### config.mk
export PLATFORM = sky130hd
export DESIGN_NAME = mem_port_responder
export DESIGN_NICKNAME = d
export VERILOG_FILES = /design/src/rtl/mem_port_responder.sv
export SDC_FILE = /design/constraint.sdc
export NUM_CORES = 1
export LEC_CHECK = 0
export CORE_ASPECT_RATIO = 1.75
export CORE_MARGIN = 3
export CORE_UTILIZATION = 40
export CTS_BUF_LIST = sky130_fd_sc_hd__clkbuf_16
export DETAILED_ROUTE_END_ITERATION = 6
export MAX_ROUTING_LAYER = met4
export PLACE_DENSITY = 0.8
export SYNTH_ARGS = -nofsm -noshare
export SYNTH_HDL_FRONTEND = slang
export SYNTH_SLANG_ARGS = --single-unit
### constraint.sdc
create_clock -name CLK -period 1.7 [get_ports CLK]
set_input_delay 0.255 -clock CLK [delete_from_list [all_inputs] [get_ports CLK]]
set_output_delay 0.255 -clock CLK [all_outputs]
set_load 0.05 [all_outputs]
### src/rtl/mem_port_responder.sv
`default_nettype none
// +----------------------------------------------------------------------------+
// | Module   : mem_port_responder                                              |
// | Purpose  : Single-port block-RAM owner arbitrating a write client and a    |
// |            pipelined read client; returns read data with a valid strobe.   |
// | Revision : 1.0                                                             |
// +----------------------------------------------------------------------------+
module mem_port_responder #(
    parameter int ADDR_W     = 9,
    parameter int DATA_W     = 16,
    parameter int RD_LAT     = 1,
    parameter int MAX_WR_RUN = 4
) (
    input  logic              CLK,
    input  logic              rst,
    input  logic              wr_req,
    input  logic [ADDR_W-1:0] wr_addr,
    input  logic [DATA_W-1:0] wr_data,
    output logic              wr_ack,
    input  logic              rd_req,
    input  logic [ADDR_W-1:0] rd_addr,
    output logic              rd_ack,
    output logic              rd_valid,
    output logic [DATA_W-1:0] rd_data,
    output logic [ADDR_W-1:0] mem_addr,
    output logic [DATA_W-1:0] mem_din,
    output logic              mem_we,
    input  logic [DATA_W-1:0] mem_dout
);

    localparam logic [3:0] c_MAX_RUN = 4'(MAX_WR_RUN);

    logic [3:0]        r_wr_run;
    logic              w_wr_grant;
    logic              w_rd_grant;
    logic [ADDR_W-1:0] r_mem_addr;
    logic [DATA_W-1:0] r_mem_din;
    logic              r_mem_we;
    logic [RD_LAT-1:0] r_rd_pipe;
    logic              w_rd_ret;
    logic              r_rd_valid;
    logic [DATA_W-1:0] r_rd_data;

    // Writes win contention until they have taken MAX_WR_RUN grants in a row.
    always_comb begin
        w_wr_grant = rst & wr_req & (~rd_req | (r_wr_run != c_MAX_RUN));
        w_rd_grant = rst & rd_req & ~w_wr_grant;
    end

    assign wr_ack = w_wr_grant;
    assign rd_ack = w_rd_grant;

    always_ff @(posedge CLK or negedge rst) begin
        if (!rst) begin
            r_wr_run <= 4'd0;
        end else if (w_rd_grant || !rd_req) begin
            r_wr_run <= 4'd0;
        end else if (w_wr_grant && (r_wr_run != c_MAX_RUN)) begin
            r_wr_run <= r_wr_run + 4'd1;
        end
    end

    always_ff @(posedge CLK or negedge rst) begin
        if (!rst) begin
            r_mem_addr <= '0;
            r_mem_din  <= '0;
            r_mem_we   <= 1'b0;
        end else begin
            r_mem_we <= w_wr_grant;
            if (w_wr_grant) begin
                r_mem_addr <= wr_addr;
                r_mem_din  <= wr_data;
            end else if (w_rd_grant) begin
                r_mem_addr <= rd_addr;
            end
        end
    end

    // Bit k set means a read was granted k+1 edges ago.
    generate
        if (RD_LAT > 1) begin : g_pipe_multi
            always_ff @(posedge CLK or negedge rst) begin
                if (!rst) begin
                    r_rd_pipe <= '0;
                end else begin
                    r_rd_pipe <= {r_rd_pipe[RD_LAT-2:0], w_rd_grant};
                end
            end
        end else begin : g_pipe_single
            always_ff @(posedge CLK or negedge rst) begin
                if (!rst) begin
                    r_rd_pipe <= '0;
                end else begin
                    r_rd_pipe <= w_rd_grant;
                end
            end
        end
    endgenerate

    assign w_rd_ret = r_rd_pipe[RD_LAT-1];

    always_ff @(posedge CLK or negedge rst) begin
        if (!rst) begin
            r_rd_valid <= 1'b0;
            r_rd_data  <= '0;
        end else begin
            r_rd_valid <= w_rd_ret;
            if (w_rd_ret) begin
                r_rd_data <= mem_dout;
            end
        end
    end

    assign mem_addr = r_mem_addr;
    assign mem_din  = r_mem_din;
    assign mem_we   = r_mem_we;
    assign rd_valid = r_rd_valid;
    assign rd_data  = r_rd_data;

endmodule
`default_nettype wire

==> reports/results.txt, run 1 <==
The run finished, with violations left. The final reports fail on setup timing. The per-cell via count in the routed design is 4.933.

TritonCTS created 5 clock buffers. Summed over all failing endpoints, the final setup total negative slack is -3.297 ps. The share of power burned in registers is 0.383, and the fmax is 587.1 MHz. The starting density of the core is 0.4227. The root buffer cell chosen for the clock tree is sky130_fd_sc_hd__clkbuf_16. The tools report the initial antenna violation count as 0. By area the synthesized netlist is led by sky130_fd_sc_hd__dfrtp_1, sky130_fd_sc_hd__mux2_2, sky130_fd_sc_hd__mux2_4, sky130_fd_sc_hd__ha_1, sky130_fd_sc_hd__buf_6. The path type of the worst min-delay path is register to register.

The fraction of synthesized cell area taken by the top area cell type works out to 0.5985. The number of hold violations in the final report is 0, and the overall routing resource usage is 0.1764. The post-detailed-route DRC marker count is 0. Setup repair after global routing could not meet its margin everywhere. Summed over all nets, the switching power comes to 1.261 mW. Logic gate share of total power: 0.364. No sink is reached through more buffers than the 2 on the longest clock path. The floorplan die area is 5937 sq um.

The filler cell count was 400. Final cycle utilization of the critical path: 1.002. After layout, the minimum clock period comes to 1703 ps. The maximum fanout along the worst path was 3; the antenna diode count was 0. The tools report the worst setup skew after layout as 3.773 ps. The share of cells above drive strength 1 was 0.5184; the wire length after detailed routing was 4.793 mm.

After detailed routing, the average wire length per cell comes to 16.14 um. The run gives 1565 as the via count of the first global-routing pass. For this run, the number of Yosys warnings is 0.

The number of DRC markers after the initial detailed-route iteration came out at 22. Leftover overflow at the end of global routing: 0. Sorting the synthesized cells by how often they occur yields sky130_fd_sc_hd__dfrtp_1, sky130_fd_sc_hd__mux2_2, sky130_fd_sc_hd__mux2_4. For the sequential element share of the synthesized area, the log shows 0.5985. Number of nets with antenna violations after routing: 0. The clock reaches the later pin of the worst-skew pair after 280 ps. The tools report the half-perimeter wire length after placement as 3.761 mm. The first global-routing pass estimated 7.562 mm of wire. The congestion estimate from routability-driven global placement came to 0.7796.

Yosys instantiated no cell more often than sky130_fd_sc_hd__dfrtp_1. Synthesis produced a netlist whose cell count is 128. Cell type with the highest aggregate area in the netlist: sky130_fd_sc_hd__dfrtp_1. Counting flops with a built-in enable in the synthesized netlist gives 0.

Internal power comes to 2.357 mW. STA classifies the critical path startpoint as a register. The routed layout has 1465 vias. At the worst endpoint, the required time is 1440 ps. For the worst supply voltage drop on vdd, the log shows 809.2 uV. Data on the critical path arrives at its endpoint at 1450 ps.

Timing analysis after detailed placement gives a worst setup slack of -11.44 ps. Number of clock sinks: 48. For this run, the post-layout net count is 301.

The tool flagged a number of max-cap violations equal to 0. The floorplan step defined a core boundary enclosing 4748 sq um. The worst max-slew margin expressed relative to the limit was 0.6733; the worst setup margin was -3.297 ps.

The analysis attributes to cell leakage a power of 1.488 nW. For the final number of setup-violating endpoints, the log shows 1. Commonest register cell after synthesis: sky130_fd_sc_hd__dfrtp_1. STA classifies the critical path endpoint as an output pin.

The switching share of power was 0.3484. The growth of design area from synthesis to finish is 61.10%, and the pin count of the biggest net entering global routing is 28. The tools report the number of max-slew violations in the final report as 0. The tools report the post-synthesis net count as 184. The kind of critical path is register to output pin. Power spread over the standard cell area amounts to 1119 nW/um^2. TritonCTS built the clock tree. Mean instance size in the synthesized netlist: 15.68 sq um. The fraction of registers with async set/reset is 1.000, and the port buffer count is 98. The number of rows created at floorplan was 33; the clock share of power was 0.253. The number of I/O pins is 99, and the die outline height is 99.70 um.

After synthesis, the netlist uses 22 different library cells. Clock-pin slew was measured on the worst setup and hold paths at 60 ps. The overall die width is 59.55 um, and the depth of the CTS H-tree is 2. The first detailed-routing pass ran for 4 iterations. At the pin with the least slew margin, the transition time is 488.5 ps.

The run gives 2007 sq um as the synthesized cell area. The number of register bits inferred by synthesis works out to 48.
==> worst max-delay path, stage by stage (launching register included) <==
cell,delay [ps]
sky130_fd_sc_hd__dfrtp_1,390
sky130_fd_sc_hd__inv_2,70
sky130_fd_sc_hd__ha_4,130
sky130_fd_sc_hd__nand4b_1,130
sky130_fd_sc_hd__nand3_2,120
sky130_fd_sc_hd__inv_4,60
sky130_fd_sc_hd__nor2_4,110
sky130_fd_sc_hd__buf_12,150
==> sequential cells by signal, indices dropped and copies added (netlist names) <==
name       cells
r_wr_run       4
mem_addr       9
mem_din       16
rd_data       16
rd_valid       1
r_rd_pipe      1
mem_we         1
==> power by group through the flow <==
stage / combinational (mW) / sequential, mW / clock [mW]
after global routing: 1.38 / 1.41 / 0.989
after detailed placement: 1.30 / 1.41 / 0
final: 1.32 / 1.39 / 0.915
after global placement: 1.29 / 1.40 / 0
after floorplan: 0.250 / 1.97 / 0
after CTS: 1.33 / 1.39 / 0.937
==> per-layer routing <==
layer / track usage / wire length (um) / vias up
li1: - / - / 685
met1: 0.1684 / 1550 / 720
met2: 0.3387 / 2931 / 54
met3: 0.02987 / 243 / 6
met4: 0.05631 / 68 / 0
met5: - / 0 / -
==> repair_timing <==
item	CTS	global route
pin swaps	4	1
gates resized for setup	6	2
setup endpoints to repair	2	20
hold endpoints to repair	5	0
hold buffers	1	0
buffers inserted	6	2
==> final timing paths <==
kind / startpoint / endpoint / slack [ps] / cells past startpoint
worst max register to register: r_wr_run[1] / mem_addr[6] / 80 / 7
max in group asynchronous: rst / rd_data[6] / 840 / 3
worst min register to register: mem_din[5] / mem_din[5] / 510 / 1
worst max-delay path: r_wr_run[1] / rd_ack / -3 / 7
worst min-delay path: mem_din[5] / mem_din[5] / 510 / 1
min in group asynchronous: rst / r_wr_run[0] / 520 / 3
==> cell usage in the layout (no fill, tap or decap), types with 2 or more instances in the layout <==
cell type,count
sky130_fd_sc_hd__a32oi_1,2
sky130_fd_sc_hd__and3_1,2
sky130_fd_sc_hd__buf_12,3
sky130_fd_sc_hd__buf_4,56
sky130_fd_sc_hd__buf_6,2
sky130_fd_sc_hd__clkbuf_16,5
sky130_fd_sc_hd__clkdlybuf4s50_1,53
sky130_fd_sc_hd__dfrtp_1,48
sky130_fd_sc_hd__inv_1,2
sky130_fd_sc_hd__inv_2,2
sky130_fd_sc_hd__mux2_2,42
sky130_fd_sc_hd__mux2_4,8
sky130_fd_sc_hd__nand2_1,2
sky130_fd_sc_hd__nand3_1,2
sky130_fd_sc_hd__o31ai_1,2
==> cells by family after synthesis <==
family	Yosys count	share of synthesized area
AOI/OAI and AO/OA	6	0.02307
DFF	48	0.5985
muxes	50	0.2955
buffers and inverters	10	0.02930
adders and majority gates	2	0.01247
and+or+nand+nor	12	0.04115
==> metrics by stage <==
stage	power, mW	hold WS [ps]	utilization	std cells	area [sq um]
after floorplan	2.219	-40.59	-	128	2014
after global placement	2.692	284.6	0.6306	281	2994
after detailed placement	2.714	278.0	0.6306	281	2994
after CTS	3.655	508.0	0.6762	295	3211
after global routing	3.772	515.7	0.6809	297	3233
final	3.618	506.8	0.6809	297	3233
==> area by class of cell <==
type                    instances  area [sq um]  share of cell area
flip-flops and latches         48          1201              0.3715
repair buffers                116          1049              0.3243
multi-input cells              70         767.0              0.2372
clock buffers                   5         125.1             0.03870
well taps                      52         65.06             0.02012
inverters                       4         17.52            0.005418
clock inverters                 2         8.758            0.002709
No activity file was read; power rests on OpenSTA's default activity.
==> inputs of run 2 (changes only) <==
Settings changed: CORE_MARGIN 3 to 1.
==> run 2 against run 1 <==
The flow still finishes with violations (setup timing). Critical path depth did not move. Utilization rose by 1.4 points. Hold slack got worse by 460 ps. Worst setup slack got worse by 41 ps. Clock power rose by 34%. Final area rose by 2.1%. Combinational power barely moved. Power rose by 8.9%. Routed wire length fell by 0.17%. Clock-buffer cell count did not move. Sequential share of layout area fell by 0.75 points. Critical path type unchanged. Largest cell class unchanged.
==> reports/results.txt, run 2 (same netlist as run 1, synthesis figures left out) <==
The run finished, with violations left. The final reports fail on setup timing. The share of power burned in registers came out at 0.351 (-0.032). Half-perimeter wire length after placement: 3.562 mm (-5.3%). Family with the most delay on the worst path: flip-flops. The tools report the number of I/O pins as 99 (unchanged). Switching share of power: 0.3233 (-0.02516). The leftover overflow at the end of global routing came out at 0 (unchanged). The worst setup skew after layout is 2.046 ps (-1.728 ps).

The endpoint identified for the worst register-to-register timing path is mem_addr[4]. The filler cell count came out at 363 (-9.3%). The required time at the worst-slack endpoint was 1440 ps (about the same); the setup slack of the worst register-to-register path was 70 ps (about the same).

Final cycle utilization of the critical path: 1.026 (+0.02401). The critical path goes through inv_2 > ha_4 > nand4b_1 > nand3_4 > inv_4 > nor2_4 > buf_12. The tools report the initial antenna violation count as 0 (unchanged).

For the floorplan die area, the log shows 5316 sq um (-10%). The path type of the worst min-delay path was input port to asynchronous set/reset pin. The pin count of the biggest net entering global routing was 27 (-3.6%). The reported leakage power was 1.511 nW (+1.6%); the number of cells on the worst reg-to-reg path was 7 (unchanged). The worst supply voltage drop on vdd is 846.3 uV (+4.6%). The final instance area is 3299 sq um (+2.1%), and the detailed-route via count is 1466 (+0.068%). The logs give 300 (-0.33%) for the number of nets in the layout and 24 (+9.1%) for the number of DRC markers after the initial detailed-route iteration. The post-route minimum period came out at 1744 ps (+40.81 ps).

TritonCTS built the clock tree. The worst register-to-register path begins at r_wr_run[1]. The port buffer count was 98 (unchanged). Share of the core filled with cells in the final layout: 0.6949 (+0.01397). The worst setup margin was -44.11 ps (-40.81 ps); the die outline height was 95.70 um (-4.0%). The per-cell via count in the routed design is 4.953 (+0.41%), and the clock-pin slew on the worst setup and hold paths is 60 ps (about the same). The logic gate share of total power came out at 0.336 (-0.028). For the antenna diode count, the log shows 0 (unchanged).

The delay contributed by the slowest stage of the critical path is 400 ps (about the same). The area of the core was 4748 sq um (unchanged); the clock network latency to the later pin of the worst-skew pair was 280 ps (about the same). The tools report the max-capacitance violation count as 0 (unchanged). Cell at the root of the clock tree: sky130_fd_sc_hd__clkbuf_16. The fmax was 573.4 MHz (-2.3%). The number of max-slew violations in the final report is 0 (unchanged), and the total internal power is 2.667 mW (+13%). Number of rows created at floorplan: 33 (unchanged). For the number of cells in the design after placement, the log shows 281 (unchanged). The maximum fanout along the worst path works out to 2 (-1). Setup repair after global routing could not meet its margin everywhere.

STA classifies the critical path endpoint as an output pin. The via count of the first global-routing pass is 1576 (+0.70%). The run gives 5 (unchanged) as the total CTS buffers. The mean routed wirelength per cell was 16.17 um (+0.17%); the endpoint arrival time on the critical path was 1490 ps (+40 ps). On the critical path, the stage with the largest delay is an instance of sky130_fd_sc_hd__dfrtp_1. The run gives -25.57 ps (-14.12 ps) as the worst slack after detailed placement. The run gives 48 (unchanged) as the number of clock sinks. For the number of nets with antenna violations after routing, the log shows 0 (unchanged). Critical path buffer and inverter count: 3 (unchanged). The worst max-slew margin expressed relative to the limit is 0.6760 (+0.002716), and the net switching power is 1.274 mW (+1.1%).

The tools report the iteration count of the initial detailed-routing pass as 4 (unchanged). The growth of design area from synthesis to finish is 64.40%, and the final number of setup-violating endpoints is 2 (+1). The share of cells above drive strength 1 works out to 0.5246 (+0.006223). The overall routing resource usage was 0.1945 (+0.01817); the overall die width was 55.55 um (-6.7%). The depth of the CTS H-tree is 2 (unchanged), and the number of buffers on the longest clock path is 2 (unchanged). Wire length after detailed routing: 4.785 mm (-0.17%). The run gives 0.313 (+0.060) as the clock share of power. The cell area after placement is 3019 sq um (+0.84%).

Cell area power density: 1195 nW/um^2 (+6.7%). The library cell used most frequently in the layout, excluding fill and tap cells, is sky130_fd_sc_hd__buf_4. The post-detailed-route DRC marker count came out at 0 (unchanged). The final-layout worst hold slack is 45.51 ps (-461.3 ps). In the layout the commonest cells are sky130_fd_sc_hd__buf_4, sky130_fd_sc_hd__clkdlybuf4s50_1, sky130_fd_sc_hd__dfrtp_1.

Overall power: 3.941 mW (+8.9%). Routability congestion estimate from global placement: 0.8007 (+2.7%). Number of hold violations in the final report: 0 (unchanged). The area taken by multi-input logic gates is 774.5 sq um (+0.98%). Final sum of negative setup slack: -57.94 ps (-54.65 ps).

The wire length of the first global-routing pass was 7.576 mm (+0.19%). The worst setup path is launched from a register. The logs give 0.4227 (unchanged) for the starting density of the core and 296 (-0.34%) for the count of non-filler cells in the finished layout. The kind of critical path is register to output pin.

The slew at the pin closest to its max-slew limit was 484.5 ps (-4.060 ps). Register area: 1201 sq um (unchanged).
[run 2: changes by cell type in the layout (fill, tap and decap cells not counted), sizes merged]
cell,previous run,this run
inv,5,4
dlygate4sd3,1,0
clkinv,1,0
bufinv,0,2
[run 2: metal layers]
layer | up-vias | part of all wire | GRT usage
li1 | 684 | - | -
met1 | 722 | 0.33 | 0.1909
met2 | 54 | 0.61 | 0.3845
met3 | 6 | 0.044 | 0.03091
met4 | 0 | 0.016 | 0.06250
met5 | - | 0 | -
[run 2: worst max-delay path by stage]
stage	from	to	slack (ps)	cells after the start
after global placement	rd_req	mem_addr[7]	6	5
after floorplan	r_wr_run[0]	rd_ack	-90	7
after global routing	r_wr_run[1]	rd_ack	-100	7
after CTS	r_wr_run[0]	rd_ack	-30	7
final	r_wr_run[1]	rd_ack	-40	7
after detailed placement	rd_req	rd_ack	-30	6
[run 2: power by group through the flow]
stage | Sequential [mW] | Clock, mW | Combinational [mW]
6_report | 1.39 | 1.23 | 1.32
5_1_grt | 1.41 | 1.31 | 1.38
4_1_cts | 1.39 | 1.26 | 1.33
3_5_place_dp | 1.41 | 0 | 1.31
3_3_place_gp | 1.40 | 0 | 1.29
2_1_floorplan | 1.97 | 0 | 0.250
[run 2: cell type report]
cell class	count	area share
multi-input combinational	70	0.2347
tap	52	0.01972
clock buffer	5	0.03792
sequential	48	0.3640
timing repair buffer	115	0.3201
inverter	4	0.005309
clock inverter	2	0.01820
[run 2: repair_timing]
action	CTS	global route
pin swaps	3	0
gates resized for setup	7	0
endpoints found under the setup margin	2	2
hold buffers	0	0
buffers inserted	6	2
